===== src/rtl/gray_if.sv =====
// ============================================================================
// Module      : gray_if
// Description : Sample/result bundle for the gray code converter.
//               master : producer of samples (drives in_valid, A, use_gray)
//               slave  : converter (drives B, out_valid)
// Signals     : in_valid  - A/use_gray valid this cycle
//               A         - binary input code, IN_W bits
//               use_gray  - 1: Gray conversion, 0: position code
//               B         - registered converted code, OUT_W bits
//               out_valid - B holds a result from a sampled input
// Revision    : 1.0 - initial release
// ============================================================================
`default_nettype none

interface gray_if #(
  parameter int IN_W  = 3,
  parameter int OUT_W = 2**IN_W-1
);
  logic             in_valid;
  logic [IN_W-1:0]  A;
  logic             use_gray;
  logic [OUT_W-1:0] B;
  logic             out_valid;

  modport master (
    output in_valid,
    output A,
    output use_gray,
    input  B,
    input  out_valid
  );

  modport slave (
    input  in_valid,
    input  A,
    input  use_gray,
    output B,
    output out_valid
  );
endinterface : gray_if

`default_nettype wire


===== src/rtl/gray.sv =====
// ============================================================================
// Module      : gray
// Description : Registered binary-to-code converter. Each accepted sample is
//               converted to either its reflected Gray code (zero-extended)
//               or a one-hot position code (A=0 -> 0, A=k -> bit k-1 set).
//               One cycle latency, one sample per clock, no back-pressure.
// Ports       : clk   - system clock, rising edge active
//               rst_n - asynchronous reset, active low
//               bus   - gray_if.slave (in_valid, A, use_gray -> B, out_valid)
// Revision    : 1.0 - initial release
// ============================================================================
`default_nettype none

module gray #(
  parameter int IN_W  = 3,
  parameter int OUT_W = 2**IN_W-1
) (
  input  wire   clk,
  input  wire   rst_n,
  gray_if.slave bus
);

  logic [OUT_W-1:0] w_b;
  logic [OUT_W-1:0] r_b;
  logic             r_out_valid;

  // Pure conversion function f(A, use_gray).
  always_comb begin
    w_b = '0;
    if (bus.use_gray) begin
      w_b[IN_W-1:0] = bus.A ^ (bus.A >> 1);
    end else begin
      // Decode A=k to bit k-1; A=0 matches no k and leaves all zero.
      for (int k = 1; k <= OUT_W; k++) begin
        if (bus.A == IN_W'(k)) begin
          w_b[k-1] = 1'b1;
        end
      end
    end
  end

  // B only loads on accepted samples, so A while in_valid=0 cannot reach it.
  always_ff @(posedge clk or negedge rst_n) begin
    if (!rst_n) begin
      r_b         <= '0;
      r_out_valid <= 1'b0;
    end else if (bus.in_valid) begin
      r_b         <= w_b;
      r_out_valid <= 1'b1;
    end else begin
      r_out_valid <= 1'b0;
    end
  end

  assign bus.B         = r_b;
  assign bus.out_valid = r_out_valid;

endmodule : gray

`default_nettype wire


===== src/flat_wrapper.sv =====
// flat-port wrapper written by rule: the top's interface ports become plain ports
module gray_flat 
#(
  parameter int IN_W  = 3,
  parameter int OUT_W = 2**IN_W-1
)
  (clk, rst_n, bus_in_valid, bus_A, bus_use_gray, bus_B, bus_out_valid);
  gray_if #(.IN_W(IN_W), .OUT_W(OUT_W)) bus_i ();
  input  wire clk;
  input  wire rst_n;
  input wire logic [$bits(bus_i.in_valid)-1:0] bus_in_valid;
  input wire logic [$bits(bus_i.A)-1:0] bus_A;
  input wire logic [$bits(bus_i.use_gray)-1:0] bus_use_gray;
  output wire logic [$bits(bus_i.B)-1:0] bus_B;
  output wire logic [$bits(bus_i.out_valid)-1:0] bus_out_valid;
  assign bus_i.in_valid = bus_in_valid;
  assign bus_i.A = bus_A;
  assign bus_i.use_gray = bus_use_gray;
  assign bus_B = bus_i.B;
  assign bus_out_valid = bus_i.out_valid;
  gray #(.IN_W(IN_W), .OUT_W(OUT_W)) u_core (.clk(clk), .rst_n(rst_n), .bus(bus_i));
endmodule

===== config.mk =====
export PLATFORM = sky130hd
export DESIGN_NAME = gray_flat
export DESIGN_NICKNAME = d
export VERILOG_FILES = /design/src/rtl/gray_if.sv /design/src/rtl/gray.sv /design/src/flat_wrapper.sv
export SDC_FILE = /design/constraint.sdc
export NUM_CORES = 1
export LEC_CHECK = 0
export BUFFER_PORTS_ARGS = -buffer_cell sky130_fd_sc_hd__buf_2
export CORE_AREA = 2 2 39 41
export CTS_BUF_LIST = sky130_fd_sc_hd__clkbuf_2
export DETAILED_ROUTE_END_ITERATION = 8
export DIE_AREA = 0 0 41 43
export SYNTH_ARGS = -nofsm -noshare
export SYNTH_HDL_FRONTEND = slang
export SYNTH_SLANG_ARGS = --single-unit

===== constraint.sdc =====
create_clock -name clk -period 1.4 [get_ports clk]
set_clock_uncertainty 0.2 [all_clocks]
set_input_delay 0.14 -clock clk [delete_from_list [all_inputs] [get_ports clk]]
set_output_delay 0.14 -clock clk [all_outputs]
set_load 0.005 [all_outputs]

Yosys cells after proc, flatten, opt, wreduce, memory -nomap -nowiden
Index checks and enable logic that the tools add are counted.
{"block": "word_totals", "input_bits": 7, "elab_cells": 20, "out_inout_bits": 8, "ff_bits": 8}
{"block": "classes", "n_eq_ne": 7, "bitwise": 1, "muxes": 10}
{"operator": "$eq 3x3->1 const B", "count": 4}
{"operator": "$mux 1", "count": 8}
{"operator": "$eq 3x2->1 const B", "count": 2}
{"operator": "$mux 4", "count": 1}
{"operator": "$eq 3x1->1 const B", "count": 1}
{"operator": "$mux 3", "count": 1}
{"operator": "$xor 3x2->3", "count": 1}

Logic depth before layout (Yosys ltp)
{"block": "logic_depth", "word_depth": 3, "depth_mapped": 4, "ltp_nobuf": 4}

Least setup slack after synthesis
OpenSTA, ideal clock, no wires.
{"block": "synth_path", "kind": "input port to flip-flop", "start": "input bus_A[1]", "end": "register u_core.r_b[0] (netlist: u_core.bus.B[0])", "cell_stages": 4, "n_path_buf": 0, "arrival_ns": 0.810, "setup_slack_ns": 0.308, "path_cell_list": "inv_1 ha_1 or3b_1 a31oi_1"}
{"block": "synth_via", "elab_chain_cells": 3, "elab_cells_between_ends": 4, "classes_between": "1 x eq/ne; 2 x mux; 1 x bitwise"}
{"item": "from (decl)", "line_no": "flat_wrapper.sv:12", "source": "input wire logic [$bits(bus_i.A)-1:0] bus_A;"}
{"item": "$eq 3x1->1", "line_no": "gray.sv:35", "source": "if (bus.A == IN_W'(k)) begin"}
{"item": "$mux 1", "line_no": "gray.sv:35"}
{"item": "$mux 3 *", "line_no": "gray.sv:30", "source": "if (bus.use_gray) begin"}
{"item": "to (signal assigned)", "line_no": "gray.sv:48", "source": "r_b <= w_b;"}
{"item": "to (decl)", "line_no": "gray.sv:24", "source": "logic [OUT_W-1:0] r_b;"}
Every way passes the cells marked *; elsewhere a longest branch is shown, timed or not.
A chain may end at the register's enable or synchronous reset.

==> results.py <==
metrics = {
    "logic_synthesis": {
        "synth_cell_types": 13,
        "syn_nets": 52,
        "synth-compound-area-share": 0.111,
        "synth.cell_area_um2": 407,
        "synthAdderAreaFrac": 0.123,
        "synth_top_cell_area_share": 0.492,
        "seq_area_frac_synth": 0.492,
        "synth_top_family_by_area": "simple AND/OR/NAND/NOR gates",
        "synth.avg_cell_area_um2": 9.92,
        "synth_top_area_cell": "dfrtp_1",
        "synth_seq_cells": 8,
        "netlist_instances": 41,
        "yosysWarnings": 0,
        "synth_xor_area_frac": 0.0215,
        "muxShareOfSynthArea": 0,
        "yosys.area_share.simple": 0.185,
        "synth.area.top_cells": "dfrtp_1 (49%), ha_1 (12%), nand2_1 (6.5%)",
    },
    "worst_setup_path": {
        "startpoint_type": "primary input",
        "r2r_slack_ns": 0.53,
        "end_kind": "flop",
        "ff2ff_path_depth": 2,
        "arrival_ns": 1.15,
        "critical_path_class": "in2reg",
        "r2r-end": "u_core.bus.B[0]",
        "r2r_start": "u_core.bus.B[0]",
        "critPathMaxFanout": 16,
        "cp_data_required_time_ns": 1.30,
    },
    "cts": {
        "root_buffer": "clkbuf_2",
        "cts_max_level": 1,
        "clk_pin_slew_worst_paths_ns": 0.07,
        "clock_sinks": 8,
        "cts_buffer_depth": 2,
        "cts_tree": "yes",
        "clkLatencyLatePin_ns": 0.22,
        "post_cts_buffers": 0,
        "cts_buffers": 3,
    },
    "grt": {
        "grt_usage": 0.105,
        "antenna_found_initial": 0,
        "grt_pass1_wl_mm": 1.21,
        "grt_pass1_vias": 285,
        "grt_max_degree": 17,
        "gr-total-overflow": 0,
    },
    "layout": {
        "synthToLayoutAreaGrowth_pct": 32.0,
        "stdcell_count": 76,
        "multiInputGateArea_um2": 179,
        "final_net_count": 73,
        "drive_above_1_share": 0.283,
        "diodes": 0,
        "seq_area_um2": 200,
        "fin_area_um2": 537,
        "nFillCells": 144,
        "mostFrequentLayoutCell": "buf_2",
        "final_cell_mix": "buf_2 (14), dfrtp_1 (8), nand2_1 (7), inv_1 (6)",
    },
    "min_path": {
        "min-delay-start": "bus_A[2]",
        "min_path_cells": 3,
        "min_path_type": "in2reg",
        "hold-path-endpoint": "u_core.bus.B[2]",
    },
    "sta": {
        "fmax_mhz": 803,
        "drv_slew": 0,
        "tightest_slew_ns": 0.250,
        "fin_crit_sh": 0.889,
        "max_slew_margin": 0.833,
        "fin_ws_ns": 0.155,
        "hold_viol_final": 0,
        "fin_crit_ns": 1.25,
        "rsz0062_at_grt": "no",
        "setup_tns_ns": 0,
        "finalSetupViolations": 0,
    },
    "route": {
        "num_vias": 328,
        "drtIter0Drc": 8,
        "vias_per_cell": 4.32,
        "drt_pass1_iterations": 4,
        "drc": 0,
        "final_antenna_net_count": 0,
        "post_drt_wl_per_cell_um": 10.1,
        "totalWireLength_um": 770,
    },
    "floorplan": {
        "die_area_um2": 1760,
        "die_w_um": 41,
        "die-height_um": 43,
        "start_util": 0.294,
        "core-area_um2": 1380,
        "io_pins": 15,
        "fp-row-count": 14,
    },
    "power_and_ir_drop": {
        "peakVddDrop_mv": 0.269,
        "p_leak_nw": 0.270,
        "finalPower_w": 0.000464,
        "powerDensity_nw_per_um2": 865,
    },
    "run_status": {
        "outcome": "completed",
    },
    "placed_design": {
        "gp_congestion": 0.721,
        "placed_area_um2": 492,
        "dpl.hpwl_um": 592,
        "portBuffers": 14,
        "pre_cts_ws_ns": 0.0930,
        "placedCellCount": 70,
    },
    "job": {
        "maxCapViolations": 0,
    },
}
-- synthesized netlist by cell type --
| cell | number |
|---|---|
| a31oi_1 | 2 |
| inv_1 | 6 |
| ha_1 | 4 |
| nand2_1 | 7 |
| nand4bb_1 | 1 |
| buf_2 | 1 |
| nor2_1 | 2 |
| nand2b_1 | 2 |
| or3b_1 | 2 |
| dfrtp_1 | 8 |
| xnor2_1 | 1 |
| o211ai_1 | 1 |
| o22ai_1 | 4 |
-- worst max-delay path by stage --
stage	slack (ns)	from	end	cells after the start
after floorplan	0.31	bus_A[1]	u_core.bus.B[0]	4
after detailed placement	0.09	bus_A[1]	u_core.bus.B[0]	5
after CTS	0.18	bus_in_valid	u_core.bus.B[1]	4
after global placement	0.15	bus_A[1]	u_core.bus.B[0]	5
final	0.15	bus_in_valid	u_core.bus.B[1]	4
after global routing	0.09	bus_in_valid	u_core.bus.B[1]	4
-- critical path: stages --
cell,delay (ns)
dlygate4sd3_1,0.52
buf_2,0.25
nand2b_1,0.15
o211ai_1,0.08
-- power breakdown --
group / internal (W) / leakage, nW / switching [W]
clock: 0.0000584 / 0.0125 / 0.0000706
combinational: 0.0000399 / 0.155 / 0.0000421
sequential: 0.000246 / 0.103 / 0.00000699
total: 0.000344 / 0.270 / 0.000120
-- flip-flops by register name (all words and copies together) (netlist names) --
name and flops:
u_core.bus.B 7, u_core.bus.out_valid 1
-- through the flow --
| step | utilization | hold slack (ns) |
|---|---|---|
| finish | 0.388 | 0.0239 |
| global route | 0.388 | 0.0185 |
| CTS | 0.388 | 0.00392 |
| detailed placement | 0.355 | -0.212 |
| global placement | 0.355 | -0.212 |
| floorplan | - | -0.356 |
-- area by class of cell --
cell class | count | area share
sequential | 8 | 0.373
multi-input combinational | 26 | 0.333
timing repair buffer | 17 | 0.186
inverter | 6 | 0.0420
tap | 16 | 0.0373
clock buffer | 3 | 0.0280
-- cell families after synthesis --
logic type	count (synthesis)
buffers and inverters	7
xor gates and xnor gates	1
adders and majority gates	4
AOI/OAI and AO/OA	7
DFF	8
and+or+nand+nor	14
-- timing repair --
action	4_1_cts	5_1_grt
hold endpoints to repair	10	0
hold buffers	3	0
gates resized for setup	0	0
-- routing by layer --
| layer | GRT usage | part of all wire | up-vias |
|---|---|---|---|
| met2 | 0.125 | 0.40 | 11 |
| met5 | 0 | 0 | - |
| met3 | 0.0157 | 0.057 | 2 |
| met4 | 0.100 | 0.019 | 0 |
| met1 | 0.150 | 0.52 | 137 |
| li1 | - | - | 178 |
No activity file was read; power rests on OpenSTA's default activity.
